### config.mk
export PLATFORM = sky130hd
export DESIGN_NAME = sa_autosa_sdp_wdma_arb
export DESIGN_NICKNAME = d
export VERILOG_FILES = /design/src/rtl/sa_autosa_sdp_wdma_arb_pkg.sv /design/src/rtl/sa_autosa_sdp_wdma_arb_tagfifo.sv /design/src/rtl/sa_autosa_sdp_wdma_arb.sv
export SDC_FILE = /design/constraint.sdc
export NUM_CORES = 1
export LEC_CHECK = 0
export CAP_MARGIN = 0
export CORE_AREA = 2 2 313 315
export CTS_CLUSTER_SIZE = 30
export DETAILED_ROUTE_END_ITERATION = 16
export DIE_AREA = 0 0 315 317
export PLACE_DENSITY = 0.33
export REMOVE_ABC_BUFFERS = 1
export SYNTH_ARGS = -nofsm -noshare
export SYNTH_HDL_FRONTEND = slang
export SYNTH_SLANG_ARGS = --single-unit
### constraint.sdc
create_clock -name autosa_core_clk -period 4.1 [get_ports autosa_core_clk]
set_input_delay 1.23 -clock autosa_core_clk [delete_from_list [all_inputs] [get_ports autosa_core_clk]]
set_output_delay 1.23 -clock autosa_core_clk [all_outputs]
set_load 0.01 [all_outputs]
### src/rtl/sa_autosa_sdp_wdma_arb_pkg.sv
// Shared types and defaults for the SDP write-DMA arbiter.
package sa_autosa_sdp_wdma_arb_pkg;

    typedef enum logic {
        IDLE = 1'b0,
        LOCK = 1'b1
    } state_t;

    typedef logic req_id_t;

    localparam int PW_DEF        = 258;
    localparam int TAG_DEPTH_DEF = 8;

endpackage

### src/rtl/sa_autosa_sdp_wdma_arb_tagfifo.sv
// In-order completion-tag FIFO holding requester IDs; head is visible combinationally.
// Push is ignored when full and pop is ignored when empty, so callers gate both.
module sa_autosa_sdp_wdma_arb_tagfifo
    import sa_autosa_sdp_wdma_arb_pkg::*;
#(
    parameter int DEPTH = TAG_DEPTH_DEF
) (
    input  logic       autosa_core_clk,
    input  logic       autosa_core_rstn,
    input  logic       push,
    input  req_id_t    push_id,
    input  logic       pop,
    output req_id_t    head_id,
    output logic [4:0] count,
    output logic       empty,
    output logic       full
);

    localparam int AW = (DEPTH > 1) ? $clog2(DEPTH) : 1;

    req_id_t         mem [DEPTH];
    logic [AW-1:0]   wr_ptr;
    logic [AW-1:0]   rd_ptr;
    logic            do_push;
    logic            do_pop;

    assign empty   = (count == 5'd0);
    assign full    = (count == 5'(DEPTH));
    assign do_push = push & ~full;
    assign do_pop  = pop & ~empty;
    assign head_id = mem[rd_ptr];

    always_ff @(posedge autosa_core_clk or negedge autosa_core_rstn) begin
        if (!autosa_core_rstn) begin
            wr_ptr <= '0;
            rd_ptr <= '0;
            count  <= 5'd0;
            for (int i = 0; i < DEPTH; i++) begin
                mem[i] <= 1'b0;
            end
        end else begin
            if (do_push) begin
                mem[wr_ptr] <= push_id;
                wr_ptr      <= wr_ptr + AW'(1);
            end
            if (do_pop) begin
                rd_ptr <= rd_ptr + AW'(1);
            end
            count <= count + {4'd0, do_push} - {4'd0, do_pop};
        end
    end

endmodule

### src/rtl/sa_autosa_sdp_wdma_arb.sv
// Two-requester packet arbiter onto one DMA write port; zero-latency forwarding, completions one cycle after dma pulse.
// Packets lock the port until last; ack packets are held off while the tag FIFO is full.
module sa_autosa_sdp_wdma_arb
    import sa_autosa_sdp_wdma_arb_pkg::*;
#(
    parameter int PW        = PW_DEF,
    parameter int TAG_DEPTH = TAG_DEPTH_DEF
) (
    input  logic          autosa_core_clk,
    input  logic          autosa_core_rstn,

    input  logic          r0_req_vld,
    output logic          r0_req_rdy,
    input  logic [PW-1:0] r0_req_pd,
    input  logic          r0_req_last,
    input  logic          r0_req_ack,
    output logic          r0_rsp_complete,

    input  logic          r1_req_vld,
    output logic          r1_req_rdy,
    input  logic [PW-1:0] r1_req_pd,
    input  logic          r1_req_last,
    input  logic          r1_req_ack,
    output logic          r1_rsp_complete,

    output logic          dma_wr_req_vld,
    input  logic          dma_wr_req_rdy,
    output logic [PW-1:0] dma_wr_req_pd,
    input  logic          dma_wr_rsp_complete,

    output logic [4:0]    outstanding,
    output logic          err_underflow
);

    state_t  state;
    req_id_t own;
    req_id_t rr_last;

    logic    elig0;
    logic    elig1;
    req_id_t sel;
    logic    fwd;
    logic    sel_last;
    logic    sel_ack;
    logic    accept;
    logic    tag_push;
    logic    tag_pop;
    req_id_t tag_head;
    logic    tag_empty;
    logic    tag_full;

    // Ack packets are only eligible when a tag slot is free right now;
    // a pop in the same cycle does not count.
    always_comb begin
        elig0 = r0_req_vld & (~r0_req_ack | ~tag_full);
        elig1 = r1_req_vld & (~r1_req_ack | ~tag_full);
        sel   = 1'b0;
        fwd   = 1'b0;
        if (state == LOCK) begin
            sel = own;
            fwd = own ? r1_req_vld : r0_req_vld;
        end else begin
            fwd = elig0 | elig1;
            if (elig0 & elig1) begin
                sel = ~rr_last;
            end else begin
                sel = elig1;
            end
        end
    end

    assign dma_wr_req_vld = autosa_core_rstn & fwd;
    assign dma_wr_req_pd  = sel ? r1_req_pd : r0_req_pd;
    assign r0_req_rdy     = autosa_core_rstn & fwd & ~sel & dma_wr_req_rdy;
    assign r1_req_rdy     = autosa_core_rstn & fwd & sel & dma_wr_req_rdy;

    assign sel_last = sel ? r1_req_last : r0_req_last;
    assign sel_ack  = sel ? r1_req_ack : r0_req_ack;
    assign accept   = dma_wr_req_vld & dma_wr_req_rdy;
    assign tag_push = accept & (state == IDLE) & sel_ack;
    assign tag_pop  = dma_wr_rsp_complete & ~tag_empty;

    sa_autosa_sdp_wdma_arb_tagfifo #(
        .DEPTH(TAG_DEPTH)
    ) u_tagfifo (
        .autosa_core_clk (autosa_core_clk),
        .autosa_core_rstn(autosa_core_rstn),
        .push            (tag_push),
        .push_id         (sel),
        .pop             (tag_pop),
        .head_id         (tag_head),
        .count           (outstanding),
        .empty           (tag_empty),
        .full            (tag_full)
    );

    // rr_last resets to r1 so that r0 wins the first contested grant.
    always_ff @(posedge autosa_core_clk or negedge autosa_core_rstn) begin
        if (!autosa_core_rstn) begin
            state           <= IDLE;
            own             <= 1'b0;
            rr_last         <= 1'b1;
            r0_rsp_complete <= 1'b0;
            r1_rsp_complete <= 1'b0;
            err_underflow   <= 1'b0;
        end else begin
            case (state)
                IDLE: begin
                    if (accept) begin
                        if (sel_last) begin
                            rr_last <= sel;
                        end else begin
                            state <= LOCK;
                            own   <= sel;
                        end
                    end
                end
                LOCK: begin
                    if (accept && sel_last) begin
                        state   <= IDLE;
                        rr_last <= own;
                    end
                end
                default: state <= IDLE;
            endcase
            r0_rsp_complete <= tag_pop & ~tag_head;
            r1_rsp_complete <= tag_pop & tag_head;
            if (dma_wr_rsp_complete && tag_empty) begin
                err_underflow <= 1'b1;
            end
        end
    end

endmodule

==> metrics.log <==
INFO  metric cts_max_path_buffers = 2
INFO  metric p_per_area = 415.0 nW/µm²
INFO  metric hold_depth = 1
INFO  metric timing.final.crit_period = 4195 ps
INFO  metric top_level_ports = 795
INFO  metric average_detailed_routed_wire_length_per_instance = 21.00 µm
INFO  metric worstRegToRegCells = 21
INFO  metric worst_setup_hold_path_clk_slew = 70 ps
INFO  metric antenna_left = 0
INFO  metric synthDistinctLibCells = 40
INFO  metric worst_pin_slew = 362.6 ps
INFO  metric clock_skew_after_layout = 8.950 ps
INFO  metric hold_path.class = reg -> reg
INFO  metric worstPathMaxFanout = 10
INFO  metric place.gp.congestion = 0.8360
INFO  metric cts_num_sinks = 25
INFO  metric rsz_0062_raised_after_global_routing = yes
INFO  metric timing.hold.worst_endpoint = err_underflow
INFO  metric violations = setup timing
INFO  metric vdd_ir_drop_max = 0.1766 mV
INFO  metric final.period_utilization = 102.3%
INFO  metric floorplan.core_area = 96280 µm²
INFO  metric io_buffers = 794
INFO  metric cts_made_buffers = 3
INFO  metric cp.required = 2870 ps
INFO  metric regToRegSetupSlack = 750 ps
INFO  metric area_delta_synth_final = 235.6%
INFO  metric synth_seq_area_share = 13.82%
INFO  metric h_tree_levels = 1
INFO  metric grt-ovfl-total = 0
INFO  metric design.die.area = 99860 µm²
INFO  metric clkLatencyLatePin = 270 ps
INFO  metric finish.net_count = 2369
INFO  metric static-leakage-power = 7.383 nW
INFO  metric drt-vias-per-instance = 3.052
INFO  metric critical_path_endpoint_category = output pin
INFO  metric initial_antenna_violation_count = 39
INFO  metric postLayoutSetupSlackWorst = -94.96 ps
INFO  metric fin_worst_hold_slack = 485.0 ps
INFO  metric detailedRoute.firstIterationViolations = 430
INFO  metric syn-cell-area = 4534 µm²
INFO  metric synth.avg_cell_area = 4.689 µm²
INFO  metric path_class = in -> out
INFO  metric routed-via-count = 9513
INFO  metric clock_tree_from_tritoncts = built
INFO  metric initial_utilization = 4.710%
INFO  metric synth_register_bits = 25
INFO  metric max-cap-violations = 0
INFO  metric number_of_detailed_routing_iterations_run_before_antenna_repair = 4
INFO  metric detail_route.wirelength = 65.45 mm
INFO  metric reg2reg_from = u_tagfifo.count[2]
INFO  metric setup_ws_pre_cts = -725.8 ps
INFO  metric maxClockFrequency = 238.4 MHz
INFO  metric worst_slew_margin_rel = 75.20%
INFO  metric report.final.hold_viol_count = 0
INFO  metric yosys_warnings = 0
INFO  metric slew_violations = 0
INFO  metric grt_start_max_net_pins = 34
INFO  metric timing.hold.worst.start = err_underflow
INFO  metric num_rows = 114
INFO  metric critPathLaunchType = primary input
INFO  metric die_height = 317 µm
INFO  metric grt.total_usage = 11.93%
INFO  metric layout-drive-gt1-share = 21.40%
INFO  metric outcome = finished, violations left
INFO  metric synthesis.instances = 967
INFO  metric grt_pass1_wl = 81.50 mm
INFO  metric die_width = 315 µm
INFO  metric clock_tree.root_cell = clkbuf_16
INFO  metric remaining_drc_errors = 0
INFO  metric critPathArrivalTime = 2960 ps
INFO  metric dpl.hpwl = 55.67 mm
INFO  metric setup-violations-final = 8
INFO  metric grt_pass1_vias = 9666
INFO  metric r2r-end = u_tagfifo.count[4]
## cells in the final DEF, fill, tap and decap left out, types with 3 or more instances in the layout
cell               n
dlygate4sd2_1     38
inv_2              3
a21oi_1            6
buf_16             7
nand3_1            3
nor2_1             9
mux2_1             4
clkdlybuf4s50_1  531
nand2_2           41
diode_2            9
nand2_1          740
xnor2_1            7
buf_4             76
buf_2             27
buf_12            38
nand2_4           11
dlymetal6s2s_1    10
clkbuf_2         119
clkdlybuf4s15_1   24
inv_1             10
clkbuf_16          8
bufbuf_16          3
dfrtp_1           24
buf_6             41
nor3_1             4
ha_1               8
buf_8              4
## synthesized netlist by cell type
cell type  number  area [µm²]
a2111oi_0       1       8.760
a211o_1         1       8.760
a211oi_1        1       7.510
a21o_1          1       7.510
a21oi_1         7       35.03
a311oi_1        1       8.760
a31o_2          1       8.760
a31oi_1         2       12.51
a32o_1          1       10.01
and2_1          1       6.260
and3_1          2       12.51
buf_1           3       11.26
clkbuf_1       59       221.5
dfrtp_1        24       600.6
dfstp_2         1       26.28
fa_1            1       20.02
ha_1            9       112.6
inv_1          12       45.04
inv_2           1       3.750
mux2_1          4       45.04
mux2_2          2       22.52
mux2i_1         1       10.01
mux4_2          2       45.04
nand2_1       792        2973
nand2b_1        1       6.260
nand3_1         3       15.01
nand4b_1        2       17.52
nor2_1          9       33.78
nor3_1          4       20.02
nor3b_1         1       7.510
nor4b_1         1       8.760
nor4b_2         1       15.01
nor4b_4         1       23.77
o211ai_2        1       12.51
o21a_1          1       7.510
o21ai_0         2       10.01
o21ai_4         1       16.27
o31ai_1         1       7.510
xnor2_1         7       61.31
xor2_1          1       8.760
## cells by family (layout without fill, tap and decap cells)
family	Yosys count	count (layout)	synth area share [%]
AND/OR/NAND/NOR	818	818	69.23
other	0	9	0
buffers and inverters	75	940	6.208
adder cells (fa/ha/maj)	10	10	2.925
flip-flops	25	25	13.82
XOR/XNOR	8	8	1.545
multiplexers	9	9	2.704
AO/OA/AOI/OAI	22	22	3.560
## power by group
| group | internal (mW) | leakage (nW) | switching [mW] | total (mW) |
|---|---|---|---|---|
| clock | 0.135 | 0.0416 | 0.101 | 0.237 |
| combinational | 2.83 | 7.03 | 2.79 | 5.62 |
| sequential | 0.344 | 0.313 | 0.109 | 0.454 |
| total | 3.31 | 7.38 | 3.00 | 6.31 |
## through the flow
stage          cell area (µm²)  cells  TNS, ps  util [%]  power [mW]
2_1_floorplan             4302    905  -896940         -       2.513
3_3_place_gp             14680   3049  -151100     15.25       5.773
3_5_place_dp             14680   3049  -150880     15.25       5.762
4_1_cts                  15170   3084    -1786     15.76       6.226
5_1_grt                  15210   3113    -2734     15.79       6.867
6_report                 15220   3117   -514.6     15.80       6.314
## state kept, by name, summed over array words and instances, names as in the netlist
name	cells
r0_rsp_complete	1
r1_rsp_complete	1
state	1
u_tagfifo.wr_ptr	3
u_tagfifo.rd_ptr	3
err_underflow	1
u_tagfifo.count	5
rr_last	1
own	1
u_tagfifo.mem	8
## worst max-delay path by stage
stage | startpoint | to | slack, ps | cells after the start
6_report | r1_req_ack | dma_wr_req_pd[231] | -90 | 9
5_1_grt | r1_req_ack | dma_wr_req_pd[231] | -170 | 9
4_1_cts | r1_req_ack | dma_wr_req_pd[118] | -200 | 8
3_5_place_dp | r1_req_vld | dma_wr_req_pd[234] | -730 | 9
3_3_place_gp | r1_req_vld | dma_wr_req_pd[154] | -720 | 9
2_1_floorplan | r0_req_vld | dma_wr_req_pd[0] | -3310 | 5
## critical path: stages
cell,delay (ps)
buf_6,90
a211o_1,300
o21ai_4,210
buf_12,140
buf_12,130
buf_4,180
nand2_1,80
nand2_1,60
clkdlybuf4s50_1,520
## what timing repair did
action / 4_1_cts / 5_1_grt
endpoints found under the setup margin: 261 / 188
hold buffers: 0 / 0
pin swaps: 5 / 37
gates resized for setup: 403 / 397
cloned: 9 / 5
setup buffers: 22 / 23
## area by class of cell
type | instances | area [µm²]
Multi-Input combinational cell | 867 | 3825
Sequential cell | 25 | 626.9
Tap cell | 1276 | 1597
Inverter | 13 | 48.80
Timing Repair Buffer | 923 | 9012
Clock inverter | 1 | 8.758
Antenna cell | 9 | 22.52
Clock buffer | 3 | 75.07
Fill cell | 11210 | 81060
## per-layer routing
layer  wire length [µm]  share of wire (%)  global-route usage, %  vias up
met4                688                1.1                  1.569       24
met2              29230                 45                  18.64      504
met3               7792                 12                  6.202       55
met5                149               0.23                      0        -
li1                   -                  -                      -     4674
met1              27590                 42                  14.87     4256
No activity file was read; power rests on OpenSTA's default activity.
